## src/rtl/sw_reg_block.sv

```systemverilog
// Register-bus leaf: R/W control registers plus saturating event counters; SW_REG_CLEAR_ON_READ_EN makes counter reads destructive.
// Latency: reg_ack and reg_rd_data one cycle after the reg_req rise; one ack per request, no backpressure (req must drop before the next access).
module sw_reg_block #(
    parameter int          REG_ADDR_WIDTH = 5,
    parameter int          NUM_RW_REGS    = 4,
    parameter int          NUM_CNTRS      = 4,
    parameter int          CNTR_WIDTH     = 32,
    parameter logic [31:0] RW_RESET_VAL   = 32'h0,
    parameter logic [31:0] UNUSED_RD_VAL  = 32'hDEAD_BEEF
) (
    input  logic                        clk,
    input  logic                        reset_n,
    input  logic                        reg_req,
    output logic                        reg_ack,
    input  logic                        reg_rd_wr_L,
    input  logic [REG_ADDR_WIDTH-1:0]   reg_addr,
    output logic [31:0]                 reg_rd_data,
    input  logic [31:0]                 reg_wr_data,
    output logic [NUM_RW_REGS*32-1:0]   rw_regs_out,
    input  logic [NUM_CNTRS-1:0]        cntr_inc
);

    localparam logic [CNTR_WIDTH-1:0] CNTR_MAX = '1;

    typedef enum logic [1:0] {
        S_IDLE = 2'd0,
        S_ACK  = 2'd1,
        S_HOLD = 2'd2
    } state_t;

    state_t                      r_state;
    logic                        r_req_d1;
    logic [NUM_RW_REGS*32-1:0]   r_rw_regs;
    logic [31:0]                 w_addr;
    logic                        w_fire;
    logic                        w_cntr_clr_kind;
    logic [31:0]                 w_rd_val;
    logic [31:0]                 w_cntr_val [NUM_CNTRS];

    assign w_addr = 32'(reg_addr);
    assign w_fire = (r_state == S_IDLE) && reg_req && !r_req_d1;

`ifdef SW_REG_CLEAR_ON_READ_EN
    assign w_cntr_clr_kind = 1'b1;
`else
    assign w_cntr_clr_kind = !reg_rd_wr_L;
`endif

    always_ff @(posedge clk or negedge reset_n) begin
        if (!reset_n) begin
            r_state     <= S_IDLE;
            r_req_d1    <= 1'b0;
            reg_ack     <= 1'b0;
            reg_rd_data <= 32'h0;
        end else begin
            r_req_d1 <= reg_req;
            reg_ack  <= 1'b0;
            case (r_state)
                S_IDLE: begin
                    if (w_fire) begin
                        r_state     <= S_ACK;
                        reg_ack     <= 1'b1;
                        reg_rd_data <= reg_rd_wr_L ? w_rd_val : 32'h0;
                    end
                end
                S_ACK: begin
                    r_state <= S_HOLD;
                end
                S_HOLD: begin
                    if (!reg_req) begin
                        r_state <= S_IDLE;
                    end
                end
                default: begin
                    r_state <= S_IDLE;
                end
            endcase
        end
    end

    always_ff @(posedge clk or negedge reset_n) begin
        if (!reset_n) begin
            r_rw_regs <= {NUM_RW_REGS{RW_RESET_VAL}};
        end else begin
            for (int i = 0; i < NUM_RW_REGS; i++) begin
                if (w_fire && !reg_rd_wr_L && (w_addr == 32'(i))) begin
                    r_rw_regs[32*i +: 32] <= reg_wr_data;
                end
            end
        end
    end

    assign rw_regs_out = r_rw_regs;

    genvar g;
    generate
        for (g = 0; g < NUM_CNTRS; g++) begin : g_cntr
            logic [CNTR_WIDTH-1:0] r_cnt;
            logic                  w_clr;

            assign w_clr = w_fire && w_cntr_clr_kind && (w_addr == 32'(NUM_RW_REGS + g));

            // A clear coinciding with an increment leaves the counter at 1, not 0.
            always_ff @(posedge clk or negedge reset_n) begin
                if (!reset_n) begin
                    r_cnt <= '0;
                end else if (w_clr) begin
                    r_cnt <= CNTR_WIDTH'(cntr_inc[g]);
                end else if (cntr_inc[g] && (r_cnt != CNTR_MAX)) begin
                    r_cnt <= r_cnt + CNTR_WIDTH'(1);
                end
            end

            assign w_cntr_val[g] = 32'(r_cnt);
        end
    endgenerate

    always_comb begin
        w_rd_val = UNUSED_RD_VAL;
        for (int i = 0; i < NUM_RW_REGS; i++) begin
            if (w_addr == 32'(i)) begin
                w_rd_val = r_rw_regs[32*i +: 32];
            end
        end
        for (int j = 0; j < NUM_CNTRS; j++) begin
            if (w_addr == 32'(NUM_RW_REGS + j)) begin
                w_rd_val = w_cntr_val[j];
            end
        end
    end

endmodule

```

## config.mk

```make
export PLATFORM = sky130hd
export DESIGN_NAME = sw_reg_block
export DESIGN_NICKNAME = d
export VERILOG_FILES = /design/src/rtl/sw_reg_block.sv
export SDC_FILE = /design/constraint.sdc
export NUM_CORES = 1
export LEC_CHECK = 0
export CAP_MARGIN = 10
export CORE_MARGIN = 5
export CORE_UTILIZATION = 40
export CTS_CLUSTER_DIAMETER = 30
export DETAILED_ROUTE_END_ITERATION = 16
export SETUP_SLACK_MARGIN = 0.1
export SYNTH_ARGS = -nofsm -noshare
export SYNTH_HDL_FRONTEND = slang
export SYNTH_SLANG_ARGS = --single-unit
```

## constraint.sdc

```tcl
create_clock -name clk -period 4.25 [get_ports clk]
set_clock_uncertainty 0.2 [all_clocks]
set_input_delay 0.85 -clock clk [delete_from_list [all_inputs] [get_ports clk]]
set_output_delay 0.85 -clock clk [all_outputs]
set_load 0.03 [all_outputs]
```

==> implementation parameters <==
Parameter                              Value

Logic synthesis
  Leading cell types by total area after synthesis    sky130_fd_sc_hd__dfrtp_1 (48%), sky130_fd_sc_hd__mux2_2 (11%), sky130_fd_sc_hd__nand2_1 (4.2%), sky130_fd_sc_hd__a21oi_1 (2.7%), sky130_fd_sc_hd__o21ai_0 (2.7%)
  Fraction of synthesized cell area taken by the top area cell type    0.4822
  Yosys warning count    0
  Number of distinct library cell variants in the gate-level netlist after synthesis    67
  Sequential-to-total area share from yosys stat    0.4822
  Post-Syn Nets    1525
  Cell accounting for the most synthesized area    sky130_fd_sc_hd__dfrtp_1
  Async set-or-reset flop fraction in the synthesized netlist    1.000
  Total standard cell area after synthesis    15150 um2
  Number of synthesized flops with an enable pin    0
  Synthesized area per cell    10.27 um2
  Post-Synthesis Cells    1476
  Number of flip-flops and latches in the synthesized netlist    292
  Ys flop type    sky130_fd_sc_hd__dfrtp_1

Route
  ANT nets after route    0
  Per-cell routed wire length    23.84 um
  Initial DRT Pass Iterations    6
  Wire length after detailed routing    54530 um
  Routed vias    13810
  Post-detailed-route via-to-cell ratio    6.038
  Number of DRC markers in iteration 0    1372
  Drc violations    0

Timing
  Worst Hold Margin    0.08314 ns
  Final Max Tran Viols    0
  Final setup vio count    0
  Max Clock Freq    0.3220 GHz
  Share of the cycle needed by the critical path after routing    0.7308
  Unrepaired setup endpoints after global routing    no
  Transition time at the pin with the least slew margin    1.027 ns
  Hold Vio Cnt, Final    0
  Relative slew slack    0.3103
  Minimum period implied by the final worst setup slack    3.106 ns
  Setup TNS after final layout    0 ns

Finish
  Filler cells    3360
  Antenna diode count    0
  Utilization after layout    0.5489
  Final Non-Filler Cells    2287
  Post-layout instance area    20580 um2
  Share of post-route cells with drive strength above 1    0.2016
  Area Overhead vs Synth    35.80%
  Layout Nets    1767

Global routing
  GRT overflow    0
  Antenna violations before repair    0
  Largest net degree at the start of global routing    80
  Number of global-route vias before repair    13643
  GRT Total Usage    0.2573
  Global-route wire length before repair    83660 um

Setup path
  Cell with the biggest individual delay on the critical path    sky130_fd_sc_hd__nor2_1
  Cell breakdown of the critical path    clkdlybuf4s50_1 > or4b_2 > buf_4 > nor2_1 > buf_6 > a32oi_1
  Count of buffer and inverter cells on the critical path    3
  Top cell family by delay on the critical path    simple AND/OR/NAND/NOR gates
  Crit path required time    4.47 ns
  Worst EP arrival    3.32 ns
  Largest incremental delay on the critical path    0.65 ns
  Kind of critical path    in -> reg
  Critical path fanouts, max    47
  Sort of element at the end of the critical path    flip-flop
  Worst Setup Start Kind    primary input

Run
  Total of max-cap violations    0

Clock network
  CTS sink count    292
  Post-CTS sizing    0
  Register clock-pin slew on the reported worst setup and hold paths    0.04 ns
  Worst-Skew Late Latency    0.58 ns
  Clock tree from TritonCTS    built
  CTS Buf Count    76
  CTS hold repair buffers    0
  H-tree levels    3
  CTS Root Cell    sky130_fd_sc_hd__clkbuf_16
  Buffer depth of the longest clock path    3
  Setup Fix Bufs, Post-CTS    0

Die
  Core Rows    71
  Vert. Die Dim    204.6 um
  Effective utilization at floorplan    0.4042
  Number of top-level pins    206
  Floorplan die area    41870 um2
  Placeable core region    37490 um2
  Horizontal die dimension    204.6 um

Power and ir drop
  Maximum ir drop on the vdd rail    0.3503 mV
  Power density cells    513.7 nW/um2
  P_leak    8.652 nW

Hold path
  HP Class    in -> async

Place
  Number of instances in the placed design    2150
  Instance area after placement    17930 um2
  Routability cong.    0.8996
  Detailed placer's ending HPWL    38550 um
  Number of port buffers    205

Status
  Outcome    completed
report_power, final:
group	leakage, nW	switching (mW)	total, mW	internal [mW]
Clock	1.29	1.70	5.86	4.16
Sequential	3.95	0.315	3.36	3.04
Combinational	3.41	0.798	1.36	0.560
per-stage QoR:
stage                     power, mW  setup WS, ns
after floorplan               4.013         1.488
after global placement        4.722        0.3046
after detailed placement      4.740        0.2344
after CTS                     10.63        0.8317
after global routing          10.93         1.036
final                         10.57         1.144
registers in the layout, indices dropped and copies added (netlist names):
signal / flops
reg_rd_data: 32
r_state: 2
rw_regs_out: 128
reg_ack: 1
r_req_d1: 1
g_cntr.r_cnt: 128
cells in the mapped netlist (all sizes together) (30+ instances only):
master and n:
a21oi 83, buf 32, clkbuf 56, dfrtp 292, mux2 154, nand2 168
nand3 45, nand4 47, nor2 70, o211ai 37, o21ai 88, o22ai 30
or3 55
worst reg2reg max path: cells and delay by family (launching register included):
kind                   cells  cell delay (ns)
AO/OA/AOI/OAI              1             0.11
buffers and inverters      2             0.57
flip-flops                 1             0.38
AND/OR/NAND/NOR            2             1.37
path summary, 6_finish.rpt:
path	startpoint	to	slack, ns	cells past startpoint
worst min register to register	reg_rd_data[4]	reg_rd_data[4]	0.28	2
worst min-delay path	reset_n	rw_regs_out[66]	0.08	1
min in group clk	reg_rd_data[4]	reg_rd_data[4]	0.28	2
worst max register to register	r_state[1]	reg_rd_data[21]	1.47	5
max in group asynchronous	reset_n	g_cntr[1].r_cnt[24]	2.81	2
worst max-delay path	reg_req	reg_rd_data[21]	1.14	6
cells by family after synthesis:
| kind of cell | share of synthesized area |
|---|---|
| compound gates | 0.1613 |
| flops | 0.4822 |
| simple gates | 0.1775 |
| fa+ha+maj | 0.003303 |
| xor+xnor | 0.01792 |
| buf+inv | 0.03072 |
| mux | 0.1270 |
cell usage in the layout, fill, tap and decap left out, drive strengths merged, types with 9 or more instances in the layout:
cell,synthesis,layout
a21oi,83,83
a32oi,21,21
and2,12,12
and3,19,19
and4,19,19
buf,32,50
bufinv,0,9
clkbuf,56,109
clkdlybuf4s50,0,202
clkinv,0,12
dfrtp,292,292
inv,18,21
mux2,154,154
mux2i,10,10
nand2,168,168
nand3,45,45
nand4,47,47
nor2,70,70
nor3,15,15
nor4,15,15
o2111ai,25,25
o211ai,37,37
o21ai,88,88
o221ai,9,9
o22a,18,18
o22ai,30,30
o31ai,18,18
or3,55,55
or4,23,23
xnor2,19,19
xor2,12,12
routing by layer:
metal / GRT usage / up-vias / share of wire
li1: - / 6127 / -
met1: 0.3566 / 6999 / 0.43
met2: 0.3861 / 584 / 0.45
met3: 0.06142 / 100 / 0.081
met4: 0.1113 / 0 / 0.042
met5: 0 / - / 0
cell type report:
cell class | instances | area [um2] | area share
inverter | 18 | 67.56 | 0.003284
clock buffer | 109 | 2237 | 0.1087
multi-input combinational | 1078 | 7445 | 0.3618
sequential | 292 | 7307 | 0.3551
tap | 511 | 639.4 | 0.03107
timing repair buffer | 252 | 2479 | 0.1205
clock inverter | 27 | 401.6 | 0.01952
Note: power is estimated with default switching activity, not from simulation.
